--- src/rtl/video_timing_gen.sv ---
// Raster timing generator: pixel divider, h/v counters, syncs, strobes and frame-latched 1x/2x coordinates.
// Optional raster-line interrupt is compiled in with `define VIDEO_TIMING_LINE_IRQ_EN.
module video_timing_gen #(
  parameter int H_ACTIVE     = 320,
  parameter int V_ACTIVE     = 240,
  parameter int H_BLANK      = 80,
  parameter int V_BLANK      = 80,
  parameter int H_SYNC_START = 336,
  parameter int H_SYNC_LEN   = 32,
  parameter int V_SYNC_START = 250,
  parameter int V_SYNC_LEN   = 4,
  parameter int SYNC_POL     = 0,
  parameter int PIX_DIV      = 2,
  parameter int CNT_W        = 10
) (
  input  logic             clk,
  input  logic             rst_n,
  input  logic             en,
  input  logic             scale,
  input  logic [CNT_W-1:0] line_cmp,
  output logic             pix_ce,
  output logic [CNT_W-1:0] hcnt,
  output logic [CNT_W-1:0] vcnt,
  output logic [CNT_W-1:0] x,
  output logic [CNT_W-1:0] y,
  output logic             de,
  output logic             hsync,
  output logic             vsync,
  output logic             frame_start,
  output logic             line_start,
  output logic             vblank_start,
  output logic             line_irq
);

  localparam int H_TOTAL = H_ACTIVE + H_BLANK;
  localparam int V_TOTAL = V_ACTIVE + V_BLANK;
  localparam int DIV_W   = (PIX_DIV > 1) ? $clog2(PIX_DIV) : 1;

  localparam logic [DIV_W-1:0] DIV_LAST = DIV_W'(PIX_DIV - 1);
  localparam logic [CNT_W-1:0] H_LAST   = CNT_W'(H_TOTAL - 1);
  localparam logic [CNT_W-1:0] V_LAST   = CNT_W'(V_TOTAL - 1);
  localparam logic [CNT_W-1:0] H_ACT    = CNT_W'(H_ACTIVE);
  localparam logic [CNT_W-1:0] V_ACT    = CNT_W'(V_ACTIVE);

  // Sync window ends may equal the total, so compare one bit wider.
  localparam logic [CNT_W:0] H_SS = (CNT_W+1)'(H_SYNC_START);
  localparam logic [CNT_W:0] H_SE = (CNT_W+1)'(H_SYNC_START + H_SYNC_LEN);
  localparam logic [CNT_W:0] V_SS = (CNT_W+1)'(V_SYNC_START);
  localparam logic [CNT_W:0] V_SE = (CNT_W+1)'(V_SYNC_START + V_SYNC_LEN);

  localparam logic SYNC_ACT = (SYNC_POL != 0);

  logic [DIV_W-1:0] div;
  logic             en_q;
  logic             scale_q;
  logic             h_in_sync;
  logic             v_in_sync;

  always_ff @(posedge clk) begin
    if (!rst_n) begin
      div     <= '0;
      en_q    <= 1'b0;
      scale_q <= 1'b0;
      hcnt    <= '0;
      vcnt    <= '0;
    end else begin
      en_q <= en;
      if (frame_start) begin
        scale_q <= scale;
      end
      if (!en) begin
        div  <= '0;
        hcnt <= '0;
        vcnt <= '0;
      end else begin
        // The divider starts one clk after en_q rises so a restart begins at div=0.
        if (en_q) begin
          div <= (div == DIV_LAST) ? '0 : div + 1'b1;
        end
        if (pix_ce) begin
          if (hcnt == H_LAST) begin
            hcnt <= '0;
            vcnt <= (vcnt == V_LAST) ? '0 : vcnt + 1'b1;
          end else begin
            hcnt <= hcnt + 1'b1;
          end
        end
      end
    end
  end

  assign pix_ce = en && en_q && (div == DIV_LAST);

  assign de = en_q && (hcnt < H_ACT) && (vcnt < V_ACT);

  assign h_in_sync = ({1'b0, hcnt} >= H_SS) && ({1'b0, hcnt} < H_SE);
  assign v_in_sync = ({1'b0, vcnt} >= V_SS) && ({1'b0, vcnt} < V_SE);
  assign hsync     = h_in_sync ? SYNC_ACT : !SYNC_ACT;
  assign vsync     = v_in_sync ? SYNC_ACT : !SYNC_ACT;

  assign line_start   = pix_ce && (hcnt == '0);
  assign frame_start  = line_start && (vcnt == '0);
  assign vblank_start = line_start && (vcnt == V_ACT);

  assign x = scale_q ? (hcnt >> 1) : hcnt;
  assign y = scale_q ? (vcnt >> 1) : vcnt;

`ifdef VIDEO_TIMING_LINE_IRQ_EN
  // Fires at the start of hblank on the compared line; out-of-range compares never match.
  assign line_irq = pix_ce && (hcnt == H_ACT) && (vcnt == line_cmp);
`else
  logic unused_line_cmp;
  assign unused_line_cmp = ^line_cmp;
  assign line_irq        = 1'b0;
`endif

endmodule

--- config.mk ---
export PLATFORM = sky130hd
export DESIGN_NAME = video_timing_gen
export DESIGN_NICKNAME = d
export VERILOG_FILES = /design/src/rtl/video_timing_gen.sv
export SDC_FILE = /design/constraint.sdc
export NUM_CORES = 1
export LEC_CHECK = 0
export ABC_AREA = 1
export ABC_CLOCK_PERIOD_IN_PS = 1500
export BUFFER_PORTS_ARGS = -buffer_cell sky130_fd_sc_hd__buf_2
export CORE_MARGIN = 3
export CORE_UTILIZATION = 45
export CTS_BUF_LIST = sky130_fd_sc_hd__clkbuf_4
export CTS_CLUSTER_DIAMETER = 60
export DETAILED_ROUTE_END_ITERATION = 6
export PLACE_DENSITY = 0.79
export SKIP_LAST_GASP = 1
export SLEW_MARGIN = 20
export SYNTH_ARGS = -nofsm -noshare
export SYNTH_HDL_FRONTEND = slang
export SYNTH_SLANG_ARGS = --single-unit
--- constraint.sdc ---
create_clock -name clk -period 1.5 [get_ports clk]
set_input_delay 0.225 -clock clk [delete_from_list [all_inputs] [get_ports clk]]
set_output_delay 0.225 -clock clk [all_outputs]
set_load 0.01 [all_outputs]
Yosys cells after proc, flatten, opt, wreduce, memory -nomap -nowiden
Index checks and enable logic that the tools add are counted.
Widths: inputs -> output; s select.
{ "word_totals": {"register_bits": 23, "in_bits": 14, "elab_cells": 37} }
{ "op_classes": {"add_sub_neg": 3, "n_lt_le_gt_ge": 6, "eq_ne": 3, "mux": 7, "n_reduce_logical": 13} }
{ "op_table": {"columns": ["cell", "count"], "rows": [
  ["$mux 10", 4],
  ["$add 10x1->10 const B", 2],
  ["$eq 10x9->1 const B", 2],
  ["$logic_not 10->1", 2],
  ["$lt 10x8->1 const B", 2],
  ["$lt 10x9->1 const B", 2],
  ["$eq 10x8->1 const B", 1],
  ["$ge 10x8->1 const B", 1],
  ["$ge 10x9->1 const B", 1],
  ["$logic_and 1x1->1", 9],
  ["$reduce_and 2->1", 2],
  ["$mux 1", 3],
  ["$add 1x1->1 const B", 1]
]} }

Logic depth before layout (Yosys ltp)
{ "depth": {"ltp_word": 4, "depth_mapped": 10, "mapped_depth_nobuf": 9} }

Worst setup path after synthesis
Ideal clock, no wire load.
{ "synth_timing": {"kind": "register -> output", "from": "register hcnt[0]", "to": "output vblank_start", "arrival_time_ns": 1.456, "t_required_ns": 1.275, "path_slack_ns": -0.181, "path_stages_with_launch": 7, "path_buffers": 0, "path_cell_list": "dfxtp_1 -> inv_1 -> ha_1 -> nand3_1 -> nor4_1 -> nand2_1 -> nor2_1"} }
{ "synth_between": {"elab_chain_cells": 3} }
{ "synth_rtl": {"columns": ["item", "line", "text"], "rows": [
  ["start, declared", "22", "output logic [CNT_W-1:0] hcnt,"],
  ["start signal, assigned", "85", "hcnt <= hcnt + 1'b1;"],
  ["$logic_not 10->1", "101", "assign line_start = pix_ce && (hcnt == '0);"],
  ["$logic_and 1x1->1", "101", null],
  ["net line_start", "30", "output logic line_start,"],
  ["$logic_and 1x1->1", "103", "assign vblank_start = line_start && (vcnt == V_ACT);"],
  ["end, declared", "31", "output logic vblank_start,"]
]} }
The timed path passes the listed nets, and every way through them passes these cells.

Worst setup path after layout
{ "layout_timing": {"from": "register hcnt[1]", "to": "output vblank_start"} }
{ "layout_between": {"elab_chain_cells": 3} }
{ "layout_rtl": {"columns": ["item", "line"], "rows": [
  ["$logic_not 10->1", "101"],
  ["$logic_and 1x1->1", "101"],
  ["$logic_and 1x1->1", "103"]
]} }
Every way passes these cells.

==> impl_metrics.tcl <==
set metrics [dict create \
    status "finished, violations left" \
    violations "setup timing" \
    finalPower_w 0.000992 \
    cp-start-kind "register" \
    holdCritPathClass "primary input to register" \
    whs_path_depth 3 \
    holdPathEnd "scale_q" \
    diodes 0 \
    postLayoutSetupSlackWorst_ns -0.235 \
    reg2reg_from "hcnt[9]" \
    syn_area_um2 1590 \
    drv_cap 0 \
    hold_violations 0 \
    nFillCells 225 \
    internal_power_w 0.000748 \
    post-route-util_pct 80.0 \
    synth_top_family_by_area "simple AND/OR/NAND/NOR gates" \
    dieArea_um2 4280 \
    grt_max_degree 21 \
    slew_viol_final 0 \
    cts_root_buf "clkbuf_4" \
    cp_top_family "simple AND/OR/NAND/NOR gates" \
    synth_xor_area_share_pct 0.552 \
    synth-async-reset-ratio_pct 0 \
    core-area_um2 3200 \
    vias 2103 \
    power.leakage_nw 1.28 \
    place_ws_ns 0.00255 \
    critical_path.endpoint_type "primary output" \
    crit_slowest_cell "dfxtp_2" \
    multi_input_area_um2 1140 \
    grt_overflow 0 \
    r2r_end "vcnt[6]" \
    syn_avg_cell_area_um2 5.97 \
    p_sw_w 0.000244 \
    routabilityCongestion 0.873 \
    syn_inst 266 \
    period_share_pct 116 \
    placementRows 20 \
    cts.sinks 23 \
    nets 377 \
    clk_latency_ns 0.33 \
    h-tree-depth 1 \
    synthSimpleGateAreaFrac_pct 45.1 \
    synth-edff-count 0 \
    min_period_ns 1.74 \
    routedWlPerCell_um 13.8 \
    portBuffers 50 \
    fin_skew_ns 0.0195 \
    worstPathCellList "inv_2, ha_4, nand3_4, nor4_4, nand2_1, nor2_2, buf_2" \
    synthMuxAreaShare_pct 0 \
    pwr-share-clk_pct 32.6 \
    ys_ff_latch 23 \
    dr.pass1.iters 4 \
    die_h_um 65.4 \
    synth.distinct_cells 27 \
    max_freq_mhz 576 \
    setup_tns_ns -0.791 \
    slowest_delay_ns 0.34 \
    synth-compound-area-share_pct 10.8 \
    cts_made_buffers 3 \
    irDropWorstVdd_v 0.000697 \
    ys.flop_type "dfxtp_1" \
    path_clk_slew_ns 0.12 \
    p_comb_share_pct 6.7 \
    crit_arrival_ns 1.51 \
    synth_area_leader_cell "dfxtp_1" \
    ys_top_cells_by_area "dfxtp_1, nand2_1, nor2_1, inv_1, o21ai_0" \
    clockBufferDepth 2 \
    track_usage_pct 23.6 \
    setup_viol 6 \
    antenna_found_initial 0 \
    switching_share_pct 24.6 \
    grt_pass1_wl_um 8000 \
    syn_to_final_growth_pct 61.3 \
    syn_nets 284 \
    seq_power_share_pct 60.7 \
    drcViolationCount 0 \
    r2r_setup_slack_ns 0.02 \
    initial_core_util_pct 49.6 \
    drt_wl_total_um 5550 \
    drt_iter0_markers 157 \
    critPathMaxFanout 2 \
    regArea_um2 508 \
    synth_fa_ha_area_share_pct 3.15 \
    post-synth-top-count-cell "nand2_1" \
    rsz0062_at_grt "yes" \
    dpl.hpwl_um 3390 \
    drive_gt1_share_pct 48.9 \
    synth_common_cells "nand2_1, nor2_1, inv_1" \
    powerDensity_nw_per_um2 387 \
    worstRegToRegCells 12 \
    crit_type "register to primary output" \
    crit_buf_inv 2 \
    holdCritStartpoint "rst_n" \
    grt_pass1_vias 1794 \
    netlist.area_leader.share_pct 29.0 \
    yosysSeqAreaShare_pct 29.0 \
    cts_tree "yes" \
    dieWidth_um 65.4 \
    drtAntennaViolNets 0 \
    required_ns 1.27 \
    ys_warn_count 0 \
    vias_per_cell 5.23 \
    ios 62 \
]
-- cell families after synthesis --
kind of cell | count (synthesis)
simple gates | 161
buf+inv | 43
compound gates | 33
flops | 23
fa+ha+maj | 4
xor+xnor | 1
other cells | 1
-- cells in the final DEF (no fill, tap or decap), types with 2 or more instances in the layout --
master | synthesis | layout
inv_1 | 36 | 24
inv_4 | 0 | 2
clkbuf_4 | 0 | 4
o21ai_0 | 23 | 20
buf_2 | 0 | 48
o21ai_1 | 1 | 3
nand2_2 | 4 | 8
nand4_1 | 7 | 7
nand3_1 | 13 | 8
ha_4 | 0 | 4
nand2_4 | 1 | 4
nor2_4 | 2 | 5
inv_2 | 0 | 10
nor3_1 | 6 | 5
nor2_1 | 48 | 37
buf_6 | 1 | 13
nand2_1 | 75 | 68
dfxtp_4 | 0 | 8
nor2_2 | 1 | 9
nand3_2 | 1 | 4
dfxtp_2 | 0 | 14
nand3_4 | 1 | 3
buf_12 | 0 | 2
a21oi_1 | 7 | 6
buf_4 | 1 | 30
-- layout make-up --
type | count | area share, %
Sequential cell | 23 | 19.8
Timing Repair Buffer | 94 | 26.4
Multi-Input combinational cell | 200 | 44.6
Tap cell | 44 | 2.15
Clock buffer | 4 | 1.17
Inverter | 37 | 5.81
-- registers in the layout, indices dropped and copies added, names as in the netlist --
name / flops
hcnt: 10
scale_q: 1
en_q: 1
vcnt: 10
div: 1
-- tightest hold or removal path, stage by stage --
cell and delay (ns):
buf_2 0.10, nand2_1 0.06, nor2_1 0.03
-- what timing repair did --
action / 4_1_cts / 5_1_grt
hold buffers: 0 / 0
cloned: 0 / 1
setup endpoints to repair: 9 / 43
resized for setup: 49 / 56
buffers inserted: 15 / 8
pin swaps: 9 / 21
-- routing by layer --
| metal | routed length (um) | track usage, % | share of wire (%) |
|---|---|---|---|
| met2 | 2810 | 40.7 | 51 |
| met3 | 385 | 5.81 | 6.9 |
| met1 | 2250 | 29.1 | 40 |
| met4 | 104 | 6.48 | 1.9 |
| met5 | 0 | 0 | 0 |
-- stage by stage --
step           area [um2]  hold WS, ns  std cells
2_1_floorplan        1610        0.345        266
3_3_place_gp         2060        0.458        377
3_5_place_dp         2060        0.461        377
4_1_cts              2330        0.119        396
5_1_grt              2560        0.112        402
6_report             2560        0.127        402
-- power groups by stage --
stage / logic, W / clock network (W) / registers [W]
2_1_floorplan: 0.0000335 / 0 / 0.000631
5_1_grt: 0.0000716 / 0.000353 / 0.000603
3_5_place_dp: 0.0000557 / 0 / 0.000630
3_3_place_gp: 0.0000552 / 0 / 0.000630
4_1_cts: 0.0000570 / 0.000327 / 0.000611
6_report: 0.0000661 / 0.000323 / 0.000603
-- worst max path at each step --
stage | from | to | depth (start not counted)
finish | hcnt[1] | vblank_start | 7
global route | hcnt[1] | vblank_start | 7
CTS | hcnt[9] | vblank_start | 6
detailed placement | hcnt[0] | vblank_start | 7
global placement | hcnt[0] | vblank_start | 7
floorplan | hcnt[0] | vblank_start | 6
No activity file was read; power rests on OpenSTA's default activity.
